[config.mk]
export PLATFORM = sky130hd
export DESIGN_NAME = din_debounce
export DESIGN_NICKNAME = d
export VERILOG_FILES = /design/src/rtl/din_debounce_pkg.sv /design/src/rtl/din_deb_bit.sv /design/src/rtl/din_debounce.sv
export SDC_FILE = /design/constraint.sdc
export NUM_CORES = 1
export LEC_CHECK = 0
export ABC_AREA = 1
export ABC_CLOCK_PERIOD_IN_PS = 1400
export CORE_ASPECT_RATIO = 0.8
export CORE_MARGIN = 2
export CORE_UTILIZATION = 29
export CTS_BUF_LIST = sky130_fd_sc_hd__clkbuf_8
export DETAILED_ROUTE_END_ITERATION = 12
export PLACE_DENSITY = 0.5
export SLEW_MARGIN = 5
export SYNTH_ARGS = -nofsm -noshare
export SYNTH_HDL_FRONTEND = slang
export SYNTH_SLANG_ARGS = --single-unit
export TNS_END_PERCENT = 5
[constraint.sdc]
create_clock -name clk -period 1.4 [get_ports clk]
set_clock_uncertainty 0.1 [all_clocks]
set_input_delay 0.21 -clock clk [delete_from_list [all_inputs] [get_ports clk]]
set_output_delay 0.21 -clock clk [all_outputs]
set_load 0.02 [all_outputs]
[src/rtl/din_debounce_pkg.sv]
// Shared constants and types for the din debounce block: default sizes, bit vector and event record.
package din_debounce_pkg;

  localparam int DEB_WIDTH  = 3;
  localparam int DEB_STABLE = 4;

  typedef logic [DEB_WIDTH-1:0] deb_vec_t;

  typedef struct packed {
    deb_vec_t mask;
    deb_vec_t value;
    logic     ovf;
  } deb_evt_t;

  // Counter needs to hold 0..stable-1; keep at least one bit for the smallest legal window.
  function automatic int deb_cnt_w(input int stable);
    return (stable <= 2) ? 1 : $clog2(stable);
  endfunction

endpackage

[src/rtl/din_deb_bit.sv]
// One-bit stability filter: counts consecutive disagreeing samples and toggles its output on the last one.
// o_flip is combinational and high on the edge where the output is about to toggle.
module din_deb_bit
  import din_debounce_pkg::*;
#(
  parameter int   STABLE_CYCLES = DEB_STABLE,
  parameter logic RESET_VAL     = 1'b0
) (
  input  logic clk,
  input  logic rst_n,
  input  logic i_din,
  output logic o_dout,
  output logic o_flip
);

  localparam int            CW       = deb_cnt_w(STABLE_CYCLES);
  localparam logic [CW-1:0] CNT_LAST = CW'(STABLE_CYCLES - 1);

  logic [CW-1:0] r_cnt;
  logic          r_dout;
  logic          w_diff;

  assign w_diff = i_din ^ r_dout;
  assign o_flip = w_diff && (r_cnt == CNT_LAST);
  assign o_dout = r_dout;

  // The count saturates at CNT_LAST by construction: reaching it either toggles or clears.
  always_ff @(posedge clk or negedge rst_n) begin
    if (!rst_n) begin
      r_cnt  <= '0;
      r_dout <= RESET_VAL;
    end else begin
      if (!w_diff || o_flip) begin
        r_cnt <= '0;
      end else begin
        r_cnt <= r_cnt + 1'b1;
      end
      if (o_flip) begin
        r_dout <= ~r_dout;
      end
    end
  end

endmodule

[src/rtl/din_debounce.sv]
// Per-bit debounce with a one-entry change-event buffer (valid/ready); all event outputs registered.
// Optional 2-flop input synchronizer when DIN_DEBOUNCE_SYNC_EN is defined.
module din_debounce
  import din_debounce_pkg::*;
#(
  parameter int               WIDTH         = DEB_WIDTH,
  parameter int               STABLE_CYCLES = DEB_STABLE,
  parameter logic [WIDTH-1:0] RESET_VAL     = '0
) (
  input  logic             clk,
  input  logic             rst_n,
  input  logic [WIDTH-1:0] din,
  output logic [WIDTH-1:0] dout,
  output logic             chg_valid,
  input  logic             chg_ready,
  output logic [WIDTH-1:0] chg_mask,
  output logic [WIDTH-1:0] chg_value,
  output logic             chg_ovf
);

  logic [WIDTH-1:0] w_din;
  logic [WIDTH-1:0] w_dout;
  logic [WIDTH-1:0] w_flip;
  logic [WIDTH-1:0] w_dout_nxt;
  logic             w_accept;
  deb_evt_t         r_evt;
  logic             r_vld;

`ifdef DIN_DEBOUNCE_SYNC_EN
  logic [WIDTH-1:0] r_sync1;
  logic [WIDTH-1:0] r_sync2;

  always_ff @(posedge clk or negedge rst_n) begin
    if (!rst_n) begin
      r_sync1 <= RESET_VAL;
      r_sync2 <= RESET_VAL;
    end else begin
      r_sync1 <= din;
      r_sync2 <= r_sync1;
    end
  end

  assign w_din = r_sync2;
`else
  assign w_din = din;
`endif

  for (genvar i = 0; i < WIDTH; i++) begin : g_bit
    din_deb_bit #(
      .STABLE_CYCLES (STABLE_CYCLES),
      .RESET_VAL     (RESET_VAL[i])
    ) u_bit (
      .clk    (clk),
      .rst_n  (rst_n),
      .i_din  (w_din[i]),
      .o_dout (w_dout[i]),
      .o_flip (w_flip[i])
    );
  end

  assign w_dout_nxt = w_dout ^ w_flip;
  assign w_accept   = r_vld && chg_ready;

  // An accept on the same edge as a new flip starts a fresh event rather than folding into the old one.
  always_ff @(posedge clk or negedge rst_n) begin
    if (!rst_n) begin
      r_vld       <= 1'b0;
      r_evt.mask  <= '0;
      r_evt.value <= RESET_VAL;
      r_evt.ovf   <= 1'b0;
    end else if (|w_flip) begin
      r_vld       <= 1'b1;
      r_evt.value <= w_dout_nxt;
      if (!r_vld || w_accept) begin
        r_evt.mask <= w_flip;
        r_evt.ovf  <= 1'b0;
      end else begin
        r_evt.mask <= r_evt.mask | w_flip;
        r_evt.ovf  <= 1'b1;
      end
    end else if (w_accept) begin
      r_vld <= 1'b0;
    end
  end

  assign dout      = w_dout;
  assign chg_valid = r_vld;
  assign chg_mask  = r_evt.mask;
  assign chg_value = r_evt.value;
  assign chg_ovf   = r_evt.ovf;

endmodule

## After elaboration in Yosys (flattened, before gate mapping)

Cells that the tools add are included.

- Multiplexer cells: 7
- Add/subtract/negate cells: 3
- Bitwise operators: 8
- Reductions and logical operators: 14
- Equal/unequal tests: 3

Operator list:

| operator | count |
|---|---|
| 2-bit by 1-bit adder with 2-bit output (second input constant) | 3 |
| 2-bit equality test (second input constant) | 3 |
| 2-bit two-way mux | 3 |
| 1-bit logical AND | 4 |
| 1-bit logical NOT | 4 |
| 1-bit logical OR | 4 |
| 1-bit two-way mux | 3 |
| 3-bit two-way mux | 1 |
| 1-bit NOT | 3 |
| 3-bit OR | 1 |
| 3-bit OR reduction | 1 |
| 1-bit bitwise XOR | 3 |
| 3-bit bitwise XOR | 1 |
| 2-bit nonzero test | 1 |

- Logic and storage cells: 45
- Register bits: 17
- Input bits: 6
- Output and inout bits: 11

## Depth between registers and ports, before layout

- Depth in word-level cells: 4
- Mapped depth: 6
- Depth with buffers taken out: 6

## Hierarchy

A second synthesis with hierarchy kept.

- Cells, all modules: 92
- Area, all modules: 784.5 µm²

By module, submodules not included:

| module | cells each | instances | area each (µm²) | seq. area each (µm²) |
|---|---|---|---|---|
| din_deb_bit | 17 | 3 | 146.4 | 75.1 |
| din_debounce | 41 | 1 | 345.3 | 200.2 |

## Worst setup path before layout

OpenSTA, ideal clock, no wires.

- Path type: register to register
- Start: reg g_bit[2].u_bit.r_cnt[0]
- End: reg r_evt (netlist bit chg_mask[2])
- Stages on the path, launching flop included: 6
- Required time: 1181 ps
- Path slack: 226 ps
- Period minus slack after synthesis: 1174 ps
- Setup time: 119 ps
- Arrival: 955 ps
- Path buffers: 0
- Path through: dfrtp_1 ha_1 nand3_4 nand3_4 nand2_1 nand2_1

- Longest elaborated chain between the ends: 4
- Elaborated cells between the ends (all ways): 5
- Those cells by class: eq/ne: 1; mux: 1; bitwise: 1; reduce/logical: 2

RTL lines:

| what | RTL line | source |
|---|---|---|
| start, declared | din_deb_bit.sv:19 | `logic [CW-1:0] r_cnt;` |
| start signal, assigned | din_deb_bit.sv:36 | `r_cnt <= r_cnt + 1'b1;` |
| 2-bit equality test (*) | din_deb_bit.sv:24 | `assign o_flip = w_diff && (r_cnt == CNT_LAST);` |
| 1-bit logical AND (*) | din_deb_bit.sv:24 |  |
| 3-bit OR | din_debounce.sv:78 | `r_evt.mask <= r_evt.mask \| w_flip;` |
| 3-bit two-way mux | din_debounce.sv:74 | `if (!r_vld \|\| w_accept) begin` |
| end, declared | din_debounce.sv:26 | `deb_evt_t r_evt;` |

Every way passes the cells marked *; elsewhere a longest branch is shown, timed or not.
A chain may end at the register's enable or synchronous reset.

## Worst setup path after layout

- Start: reg r_evt (netlist bit chg_mask[2])
- End: out chg_mask[2]

RTL lines:

| what | RTL line | source |
|---|---|---|
| end, declared | din_debounce.sv:16 | `output logic [WIDTH-1:0] chg_mask,` |

No word-level cell between the ends.

==> results.yml <==
clock_tree:
  numCtsBuffers: 3
  cts_root_buffer: "clkbuf_8"
  cts_setup_buffers: 0
  clk_latency_ps: 240
  htree_num_levels: 1
  cts_tree: "built"
  cts_buffer_depth: 2
  clk_pin_slew_ps: 60
  hold_buffers: 0
  cts_sinks: 17
grt:
  grt_pass1_wl_um: 2520
  grt_pass1_vias: 563
  gr-total-overflow: 0
  antenna_found_initial: 0
  grt_max_degree: 18
  grt_use_total_pct: 10.2
synth:
  synth.area.mux_share_pct: 0
  synthXorXnorAreaFrac_pct: 0
  synth_adder_area_share_pct: 4.52
  yosysMostFrequentCell: "nand2_1"
  synth-compound-area-share_pct: 3.61
  syn_avg_cell_area_um2: 9.44
  synth_area_um2: 831
  syn-num-nets: 97
  synth_common_cells: "nand2_1 (20), dfrtp_1 (17), inv_1 (14)"
  synth-simple-area-share_pct: 31.6
  yosysUniqueCellTypes: 12
  synthCells: 88
  yosysTopAreaCellShare_pct: 51.2
  yosys_warnings: 0
  synth_top_family_by_area: "simple AND/OR/NAND/NOR gates"
  async_flop_share_pct: 100
  synth_edf_count: 0
  ys_seq_area_share_pct: 51.2
  synth-seq-cells: 17
  ys.flop_type: "dfrtp_1"
  synthTopCellsByArea: "dfrtp_1 (51%), nand2_1 (9.0%), nand3_4 (8.4%)"
  yosys.area.top_type: "dfrtp_1"
run_status:
  status: "complete, no violations"
timing:
  setup_violations: 0
  clock.fmax_mhz: 776
  worst_slew_pin_slew_ps: 219
  slew_violations: 0
  rsz0062_at_grt: "false"
  period_needed_ps: 1290
  slew_headroom_pct: 85.4
  fin_crit_sh_pct: 92.0
  setup_ws_ps: 112
  hold_violations: 0
power_and_ir_drop:
  ir_worst_vdd_v: 0.000620
  power.density_mw_per_mm2: 2020
  leakagePower_nw: 0.564
layout:
  syn_to_final_growth_pct: 29.7
  final_nets: 119
  fin_util_pct: 39.3
  fillers: 261
  drive_gt1_share_pct: 12.8
  diodes: 0
drt:
  first_pass_iters: 4
  num_vias: 589
  drt_iter0_markers: 33
  drc: 0
  routed_wl_um: 1370
  wire_per_inst_um: 9.33
  antenna_left: 0
  viasPerCell: 4.01
setup_path:
  critPathRequiredTime_ps: 1090
  r2r_slack_ps: 120
  path_cells: "dlygate4sd2_1"
  regToRegStartpoint: "g_bit[0].u_bit.r_cnt[0]"
  cp_max_fo: 3
  critPathLaunchType: "flop"
  cp_slowest_cell: "dfrtp_1"
  crit_family: "flip-flops"
  slowest_delay_ps: 410
  end_kind: "primary output"
  critPathArrivalTime_ps: 980
  r2r-end: "chg_value[0]"
  path_class: "flop to primary output"
  cp_num_buf_inv: 1
  r2r_cells: 5
floorplanning:
  die_w_um: 63.8
  coreArea_mm2: 0.00274
  dieArea_mm2: 0.00331
  initial_core_util_pct: 30.3
  die_h_um: 51.9
  ios: 17
  row_count: 17
placement:
  hpwl_um: 1040
  place_worst_setup_slack_ps: -81.8
  io_buffers: 16
  finalWeightedCongestion: 0.657
hold_path:
  min_path_type: "input port to async pin"
run:
  maxCapViolCount: 0
[through the flow]
step | cell area (um^2) | power, mW | hold slack, ps | TNS (ps) | cells
2_1_floorplan | 831 | 1.57 | -186 | 0 | 88
3_3_place_gp | 1050 | 1.96 | 319 | -409 | 143
3_5_place_dp | 1050 | 1.97 | 323 | -500 | 143
4_1_cts | 1080 | 2.21 | 201 | 0 | 147
5_1_grt | 1080 | 2.40 | 219 | 0 | 147
6_report | 1080 | 2.18 | 195 | 0 | 147
[kinds of logic after synthesis]
family	after synthesis
adders and majority gates	3
and+or+nand+nor	45
AOI/OAI and AO/OA	6
buffers and inverters	17
DFF	17
[metal layers]
metal | vias up | share of wire, % | track usage, %
li1 | 325 | - | -
met1 | 247 | 55 | 14.6
met2 | 15 | 38 | 13.5
met3 | 2 | 6.8 | 4.33
met4 | 0 | 0.80 | 3.26
met5 | - | 0 | 0
[layout make-up]
cell class | instances | area [um^2] | area share (%)
sequential | 17 | 425 | 39.5
clock inverter | 1 | 3.75 | 0.348
inverter | 14 | 52.6 | 4.88
clock buffer | 3 | 41.3 | 3.83
timing repair buffer | 20 | 176 | 16.4
tap | 38 | 47.5 | 4.41
multi-input combinational | 54 | 330 | 30.7
[where the power goes]
part	total [mW]	leakage (nW)	switching, mW	internal, mW
clock network	0.336	0.0269	0.142	0.194
logic	1.00	0.318	0.605	0.399
registers	0.836	0.219	0.123	0.713
total	2.18	0.564	0.871	1.31
[cells in the final DEF, fill, tap and decap left out]
cell type and n:
buf_4 4, clkbuf_8 3, clkdlybuf4s50_1 5, dfrtp_1 17, dlygate4sd2_1 11, ha_1 3
inv_1 15, nand2_1 20, nand2_2 3, nand3_4 4, nand3b_1 3, nand4_1 8
nor2_1 7, o21ai_0 2, o21ai_1 4
[worst register-to-register path: stages (launching register included)]
cell and delay, ps:
dfrtp_1 390, ha_1 260, nand3_4 170, nand3_4 130, nand2_1 80, nand2_1 50
[worst max path at each step]
stage	startpoint	endpoint	slack, ps	depth (start not counted)
global placement	din[1]	chg_mask[0]	-60	6
finish	chg_mask[2]	chg_mask[2]	110	1
detailed placement	din[2]	chg_value[0]	-80	6
global route	g_bit[0].u_bit.r_cnt[0]	chg_value[2]	3	5
CTS	chg_mask[2]	chg_mask[2]	110	1
floorplan	g_bit[2].u_bit.r_cnt[0]	chg_mask[2]	230	5
[state kept, by name, indices dropped and copies added, names as in the netlist]
signal              cells
g_bit.u_bit.r_cnt       6
chg_mask                3
chg_value               3
g_bit.u_bit.o_dout      3
chg_ovf                 1
chg_valid               1
[timing repair]
item	CTS	global route
hold endpoints to repair	0	0
setup endpoints to repair	11	0
resized for setup	11	0
Power figures use the tool's default switching activity.
==> variant, RTL diff (config.mk and constraints unchanged) <==
`RESET_VAL` is set to '0 in 2 places; all go to 1.
--- a/src/rtl/din_deb_bit.sv
+++ b/src/rtl/din_deb_bit.sv
@@ -4,7 +4,7 @@
   import din_debounce_pkg::*;
 #(
   parameter int   STABLE_CYCLES = DEB_STABLE,
-  parameter logic RESET_VAL     = 1'b0
+  parameter logic RESET_VAL     = 1'b1
 ) (
   input  logic clk,
   input  logic rst_n,
--- a/src/rtl/din_debounce.sv
+++ b/src/rtl/din_debounce.sv
@@ -5,7 +5,7 @@
 #(
   parameter int               WIDTH         = DEB_WIDTH,
   parameter int               STABLE_CYCLES = DEB_STABLE,
-  parameter logic [WIDTH-1:0] RESET_VAL     = '0
+  parameter logic [WIDTH-1:0] RESET_VAL     = 1
 ) (
   input  logic             clk,
   input  logic             rst_n,
Check against the original RTL: not equivalent (Yosys sat finds a counterexample within 4 cycles, from zero or initial values and one cycle with rst_n low).
==> variant against the unedited design <==
Fmax shrank 4.8%. Clock power rose by 8.0%. Highest routed layer unchanged. Total power increased by 7.9%. Sequential cell count did not move. Routed wire length increased by 21%. Synthesized area is 0.30% higher. Setup slack lost 0.065 ns. Cell area grew 4.8%.
==> variant: results (changes against the unedited design) <==
Status
  – Status: completed

Synth
  – Post-Syn Nets: 97 (unchanged)
  – Fraction of registers with async set/reset: 100% (unchanged)
  – Netlist cell types: 13 (+1)
  – Yosys warns: 0 (unchanged)
  – Leading area contributor after synthesis: dfrtp_1
  – Seq/Total Area, Yosys: 51.4% (+0.15 points)
  – Top area cells in the synthesized netlist: dfrtp_1 (45%), nand2_1 (9.0%), nand3_4 (8.4%)
  – Synth Flop Type: dfrtp_1
  – Commonest cells post-synth: nand2_1 (20), dfrtp_1 (15), inv_1 (14)

Detailed routing
  – Number of detailed-route iterations in the first pass: 4 (unchanged)
  – Vias per inst: 4.42 (+10%)
  – Total wire length: 1.66 mm (+21%)
  – Initial drt markers: 18 (-45%)

Setup path
  – Critical Path Max Stage Delay: 0.54 ns (+0.13 ns)
  – CP delay by family, top: flip-flops
  – CP max FO: 2 (-1)
  – CP max-delay cell: dfstp_2
  – R2R depth: 7 (+2)

Placed design
  – Hpwl dp: 1.11 mm (+6.7%)
  – DP Area: 1060 sq um (+1.7%)
  – Pre-CTS WS: -0.0706 ns (+0.0112 ns)
  – Port bufs: 16 (unchanged)
  – Placer Congestion: 0.761 (+16%)

GRT
  – First-pass GRT wire length: 2.46 mm (-2.2%)
  – Vias in the first global route: 582 (+3.4%)
  – Largest net degree at the start of global routing: 18 (unchanged)
  – Overall global routing resource usage: 9.86% (-0.31 points)
  – Initial antenna violation count: 0 (unchanged)

Finish
  – Number of flip-flops in the largest register: 6 (unchanged)
  – Nets: 122 (+2.5%)
  – Fill cells: 271 (+3.8%)
  – Top reg by flops: g_bit.u_bit.r_cnt
  – Layout cells sized above 1: 25.9% (+13 points)
  – Diodes inserted: 0 (unchanged)

Clock network
  – Root Driver: clkbuf_8
  – H-tree Lvls: 1 (unchanged)
  – Number of buffers created by CTS: 3 (unchanged)
  – Worst skew pair latency: 0.25 ns
  – Clock slew at the register clock pins of the worst setup and hold paths: 0.07 ns
  – CTS Buffer Depth: 2 (unchanged)
  – Post-CTS Repair Setup Buffers: 0 (unchanged)

STA
  – Slew HR: 82.2% (-3.2 points)

Power and ir drop
  – Peak supply drop: 0.690 mV (+11%)
  – Leak Pwr: 0.574 nW (+1.9%)

Hold path
  – Hold Path Class: primary input to asynchronous set/reset pin
==> variant: where the power goes <==
part | total, mW | switching [mW] | internal, mW
Clock | 0.363 | 0.166 | 0.197
Combinational | 1.13 | 0.674 | 0.451
Sequential | 0.861 | 0.128 | 0.732
Total | 2.35 | 0.968 | 1.38
==> variant: final timing paths <==
check	startpoint	endpoint	slack, ns
worst max register to register	g_bit[0].u_bit.o_dout	chg_value[2]	0.06
min in group clk	g_bit[0].u_bit.r_cnt[0]	g_bit[0].u_bit.r_cnt[0]	0.33
worst min register to register	g_bit[0].u_bit.r_cnt[0]	g_bit[0].u_bit.r_cnt[0]	0.33
worst max-delay path	chg_value[0]	chg_value[0]	0.05
worst min-delay path	rst_n	g_bit[1].u_bit.o_dout	0.18
max in group asynchronous	rst_n	g_bit[0].u_bit.o_dout	0.76
==> variant: routing by layer <==
| layer | track usage (%) | share of wire, % |
|---|---|---|
| met4 | 2.17 | 0.24 |
| met5 | 0 | 0 |
| met2 | 16.1 | 44 |
| met3 | 4.11 | 7.3 |
| met1 | 12.2 | 48 |
==> variant: cells by family after synthesis <==
| logic type | share of synthesized area [%] |
|---|---|
| flops | 51.4 |
| buf+inv | 9.01 |
| fa+ha+maj | 4.50 |
| compound gates | 3.60 |
| simple gates | 31.5 |
==> variant: layout make-up <==
class	count	area share (%)
clock buffer	3	3.66
clock inverter	1	0.443
inverter	14	4.66
multi-input combinational	55	31.9
sequential	17	37.9
tap	38	4.21
timing repair buffer	22	17.2
==> variant: repair_timing <==
item                                    4_1_cts  5_1_grt
pin swaps                                     0        6
hold endpoints to repair                      0        0
cloned                                        0        1
endpoints found under the setup margin       11        7
gates resized for setup                      14       10
==> variant: metrics by stage <==
| step | std cells | TNS (ns) | total power [mW] | util [%] |
|---|---|---|---|---|
| after floorplan | 88 | 0 | 1.59 | - |
| after detailed placement | 145 | -0.483 | 2.03 | 38.8 |
| after CTS | 149 | 0 | 2.30 | 40.1 |
| final | 150 | 0 | 2.35 | 41.1 |
| after global placement | 145 | -0.379 | 2.02 | 38.8 |
| after global routing | 150 | 0 | 2.53 | 41.1 |
